--- src/rtl/alu_4bit_if.sv ---
// Operand/result bus for alu_4bit: the master drives operands and opcode,
// and the slave returns the registered result.
interface alu_4bit_if #(
    parameter int unsigned WIDTH = 4
);
    logic [WIDTH-1:0] A;
    logic [WIDTH-1:0] B;
    logic [1:0]       opcode;
    logic [WIDTH:0]   C;

    modport master (output A, output B, output opcode, input C);
    modport slave  (input A, input B, input opcode, output C);
endinterface

--- src/rtl/alu_4bit.sv ---
// Registered unsigned ALU: add, subtract, and, or with one-cycle latency.
// C[WIDTH] is carry (add), borrow (sub) or 0 (logic ops).
module alu_4bit #(
    parameter int unsigned WIDTH = 4
) (
    input  logic       clk,
    input  logic       rst,
    alu_4bit_if.slave  bus
);
    localparam int unsigned CW = WIDTH + 1;

    logic [CW-1:0] a_ext;
    logic [CW-1:0] b_ext;
    logic [CW-1:0] result_c;

    assign a_ext = CW'(bus.A);
    assign b_ext = CW'(bus.B);

    // Full decode; subtraction wraps at WIDTH+1 bits so the MSB is the borrow.
    always_comb begin
        result_c = '0;
        case (bus.opcode)
            2'b00:   result_c = a_ext + b_ext;
            2'b01:   result_c = a_ext - b_ext;
            2'b10:   result_c = a_ext & b_ext;
            default: result_c = a_ext | b_ext;
        endcase
    end

    // Synchronous active-low reset wins over the computed result.
    always_ff @(posedge clk) begin
        if (!rst) begin
            bus.C <= '0;
        end else begin
            bus.C <= result_c;
        end
    end
endmodule

--- src/flat_wrapper.sv ---
// flat-port wrapper written by rule: the top's interface ports become plain ports
module alu_4bit_flat 
#(
    parameter int unsigned WIDTH = 4
)
  (clk, rst, bus_A, bus_B, bus_opcode, bus_C);
  alu_4bit_if #(.WIDTH(WIDTH)) bus_i ();
  input  logic clk;
  input  logic rst;
  input wire logic [$bits(bus_i.A)-1:0] bus_A;
  input wire logic [$bits(bus_i.B)-1:0] bus_B;
  input wire logic [$bits(bus_i.opcode)-1:0] bus_opcode;
  output wire logic [$bits(bus_i.C)-1:0] bus_C;
  assign bus_i.A = bus_A;
  assign bus_i.B = bus_B;
  assign bus_i.opcode = bus_opcode;
  assign bus_C = bus_i.C;
  alu_4bit #(.WIDTH(WIDTH)) u_core (.clk(clk), .rst(rst), .bus(bus_i));
endmodule
--- config.mk ---
export PLATFORM = sky130hd
export DESIGN_NAME = alu_4bit_flat
export DESIGN_NICKNAME = d
export VERILOG_FILES = /design/src/rtl/alu_4bit_if.sv /design/src/rtl/alu_4bit.sv /design/src/flat_wrapper.sv
export SDC_FILE = /design/constraint.sdc
export NUM_CORES = 1
export LEC_CHECK = 0
export CORE_AREA = 2 2 39 41
export DETAILED_ROUTE_END_ITERATION = 12
export DIE_AREA = 0 0 41 43
export PLACE_DENSITY = 0.77
export SETUP_SLACK_MARGIN = 0.3
export SYNTH_ARGS = -nofsm -noshare
export SYNTH_HDL_FRONTEND = slang
export SYNTH_SLANG_ARGS = --single-unit
--- constraint.sdc ---
create_clock -name clk -period 3.2 [get_ports clk]
set_input_delay 0.96 -clock clk [delete_from_list [all_inputs] [get_ports clk]]
set_output_delay 0.96 -clock clk [all_outputs]
set_load 0.05 [all_outputs]
[Yosys cells after proc, flatten, opt, wreduce, memory -nomap -nowiden]
Index checks and enable logic that the tools add are counted.
Word-level totals
  input port bits: 12
  output and inout port bits: 5
  register bits after elaboration: 5
  logic and storage cells: 9
Operators by class
  muxes and demuxes: 1
  bitwise operators: 2
  add/subtract/negate cells: 2
  eq/ne operators: 2
  reductions and logical operators: 1
Operators by type and width (number)
  case mux 5 bit (3 select lines): 1
  adder 4 x 4 -> 5 bit: 1
  subtractor 4 x 4 -> 5 bit: 1
  bitwise AND 4 bit: 1
  bitwise OR 4 bit: 1
  == test 2 x 1 -> 1 bit, second input constant: 1
  == test 2 bit, second input constant: 1
  logical NOT 2 bit: 1

[Logic depth before layout (Yosys ltp)]
  depth in word-level cells: 2
  depth in mapped cells: 8
  depth with buffers taken out: 8

[Least setup slack after synthesis]
No wires, ideal clock.
  kind: input-to-reg
  from: in bus_B[0]
  to: reg u_core.bus.C[3]
  path slack: 0.851 ns
  required time: 3.084 ns
  library setup time: 0.116 ns
  arrival: 2.233 ns
  stages: 8
  path through: inv_1 -> ha_1 -> nor2_1 -> xnor2_1 -> ha_1 -> a21oi_1 -> a211o_1 -> and4_1
Between the ends
  longest elaborated chain between the ends: 2
  elaborated cells on any way between the ends: 3
  those cells by class: add/sub: 2; mux: 1
RTL lines
  start: declaration: line flat_wrapper.sv:11  | input wire logic [$bits(bus_i.B)-1:0] bus_B;
  subtractor 4 x 4 -> 5 bit or adder 4 x 4 -> 5 bit (tied branches): line alu_4bit.sv:24, alu_4bit.sv:23
  case mux 5 bit (3 select lines) (*): line alu_4bit.sv:22  | case (bus.opcode)
  end signal: assignment: line alu_4bit.sv:35  | bus.C <= result_c;
  end: declaration: line alu_4bit_if.sv:12  | modport slave (input A, input B, input opcode, output C);
Mark *: on every way between the ends. The rest lies on a longest branch, timed or not.
A chain may end at the register's enable or synchronous reset.

[Worst setup path after layout]
  from: in bus_B[1]
  to: reg u_core.bus.C[3]
The elaborated chain is that of the path after synthesis.

==> results.py <==
metrics = {
    "status": {
        "status": "complete, no violations",
    },
    "yosys": {
        "synth_compound_area_frac": 0.221,
        "synth_most_common_cell": "ha_1",
        "synth_area_sq_um": 458,
        "yosys_warnings": 0,
        "synth_nets": 76,
        "ys_ff_latch": 5,
        "synth_area_leader_cell": "dfxtp_1",
        "synth_top_family_by_area": "adder cells",
        "synthMuxAreaShare": 0.0219,
        "synth_edf_count": 0,
        "synth-xor-area-share": 0.0574,
        "ys_seq_area_frac": 0.219,
        "yosys.area_share.simple": 0.183,
        "synth_adder_area_share": 0.235,
        "syn-mean-instance-area_sq_um": 8.18,
        "netlist_top_cells_count": "ha_1, a21oi_1, dfxtp_1, inv_1, nor2_1",
        "synthCells": 56,
        "netlist.area_leader.share": 0.219,
        "ys_top_cells_by_area": "dfxtp_1, ha_1, a21oi_1",
        "synth-main-ff-cell": "dfxtp_1",
        "synthArstFlopShare": 0,
        "synthDistinctLibCells": 24,
    },
    "global_routing": {
        "grt_util_all_layers": 0.146,
        "antenna_found_initial": 0,
        "busiest_layer": "met2",
        "met2_usage": 0.216,
        "grt_start_max_net_pins": 11,
        "use_met1": 0.188,
        "overflow": 0,
        "met3_usage": 0,
        "grt_pass1_wl_um": 1770,
        "grt_pass1_vias": 429,
    },
    "timing": {
        "maxSlewViolCount": 0,
        "post-route-min-period_ns": 2.74,
        "worst_pin_slew_ns": 0.489,
        "finalCritPeriodShare": 0.857,
        "fmax_ghz": 0.365,
        "relSlewSlack": 0.673,
        "hold_violations": 0,
        "setup_viol": 0,
        "rsz0062_at_grt": "false",
        "finalSetupTns_ns": 0,
    },
    "cts": {
        "cts_htree_levels": 1,
        "hold_buffers": 0,
        "clk_path_buf_depth": 2,
        "cts_tree": "built",
        "clkTransAtPathRegs_ns": 0.04,
        "root_buffer": "clkbuf_4",
        "clkSinkCount": 5,
        "cts_buffers": 3,
    },
    "floorplan": {
        "start_util": 0.331,
        "die_area_sq_um": 1760,
        "die_x_um": 41,
        "rows": 14,
        "die_y_um": 43,
        "core_sq_um": 1380,
        "io_pins": 17,
    },
    "finish": {
        "largest_reg_flops": 5,
        "final.fill_count": 136,
        "syn2layout_area_growth_pct": 46.7,
        "stdcell_area_sq_um": 672,
        "n_antenna_cell": 0,
        "top_regs": "u_core.bus.C: 5 flops",
        "fin_nets": 97,
        "top_register": "u_core.bus.C",
        "drive_gt1_frac": 0.0658,
    },
    "placement": {
        "dpl_cell_area_sq_um": 643,
        "place_hpwl_um": 837,
        "io_buffers": 16,
        "gp_congestion": 0.839,
    },
    "setup_path": {
        "critPathKind": "in2reg",
        "worstPathRequired_ns": 3.33,
        "worstPathArrival_ns": 2.87,
        "cp_max_fo": 4,
        "cp-start-kind": "input pin",
        "crit_path_end_kind": "flip-flop",
    },
    "routing": {
        "drtIter0Drc": 8,
        "routed-via-count": 459,
        "vias_per_cell": 4.99,
        "wirelength_um": 994,
        "drtPass1Iterations": 2,
        "drc": 0,
        "wire_per_inst_um": 10.8,
        "final_antenna_net_count": 0,
    },
    "job": {
        "drv_cap": 0,
    },
    "power": {
        "p_leak_nw": 0.296,
        "total_power_mw": 0.252,
        "ir_drop_mv": 0.0989,
        "powerDensity_nw_per_um2": 375,
    },
    "hold_path": {
        "hold_class": "in2reg",
    },
}
kinds of logic (layout without fill, tap and decap cells):
logic type      after synthesis  in the layout
compound gates               16             16
xor+xnor                      3              3
fa+ha+maj                     8              8
buf+inv                       7             27
flops                         5              5
mux                           1              1
simple gates                 16             16
final cells by class:
type,instances,area (sq um),area share
Sequential cell,5,100,0.149
Clock buffer,4,26.3,0.0391
Multi-Input combinational cell,44,329,0.490
Tap cell,16,20.0,0.0298
Inverter,5,18.8,0.0279
Timing Repair Buffer,18,178,0.264
per-stage QoR:
step / instances / hold WS (ns) / setup slack (ns) / util
after CTS: 92 / 1.38 / 0.412 / 0.484
after floorplan: 56 / 1.09 / 0.851 / -
after global placement: 88 / 1.64 / 0.222 / 0.465
after global routing: 92 / 1.41 / 0.322 / 0.486
after detailed placement: 88 / 1.64 / 0.148 / 0.465
final: 92 / 1.37 / 0.457 / 0.486
worst max-delay path, cell delays in order:
cell             delay [ns]
clkdlybuf4s50_1        0.53
inv_1                  0.06
ha_1                   0.19
nor2_1                 0.13
xnor2_1                0.08
ha_1                   0.35
a21oi_1                0.10
a211o_1                0.28
and4_1                 0.18
layout by cell type, fill, tap and decap left out:
| master | n |
|---|---|
| a211o_1 | 2 |
| a21boi_0 | 1 |
| a21oi_1 | 5 |
| a31oi_1 | 1 |
| and4_1 | 1 |
| buf_4 | 2 |
| clkbuf_1 | 1 |
| clkbuf_4 | 3 |
| clkdlybuf4s50_1 | 15 |
| dfxtp_1 | 5 |
| dlymetal6s2s_1 | 1 |
| fa_1 | 1 |
| ha_1 | 7 |
| inv_1 | 5 |
| mux2i_1 | 1 |
| nand2_1 | 2 |
| nand2b_1 | 2 |
| nand3_1 | 2 |
| nand3b_1 | 1 |
| nor2_1 | 5 |
| nor2b_1 | 1 |
| nor3_1 | 1 |
| nor3b_1 | 1 |
| o211a_1 | 1 |
| o211ai_1 | 2 |
| o21ai_0 | 4 |
| xnor2_1 | 2 |
| xor2_1 | 1 |
per-layer routing:
metal	wire length, um	share of wire	vias up
met1	428	0.43	209
li1	-	-	237
met2	507	0.51	11
met4	9	0.0091	0
met5	0	0	-
met3	49	0.049	2
power breakdown:
group	switching (mW)	internal [mW]	leakage [nW]
Sequential	0.00149	0.0691	0.0416
Combinational	0.0607	0.0487	0.239
Clock	0.0249	0.0471	0.0150
Total	0.0871	0.165	0.296
final timing paths:
check      from         endpoint  slack, ns  cells past startpoint
max    bus_B[1]  u_core.bus.C[3]       0.46                      9
min    bus_B[0]  u_core.bus.C[0]       1.37                      5
timing repair:
action	CTS	global route
buffers inserted	0	0
endpoints found under the setup margin	0	1
resized for setup	0	1
No activity file was read; power rests on OpenSTA's default activity.
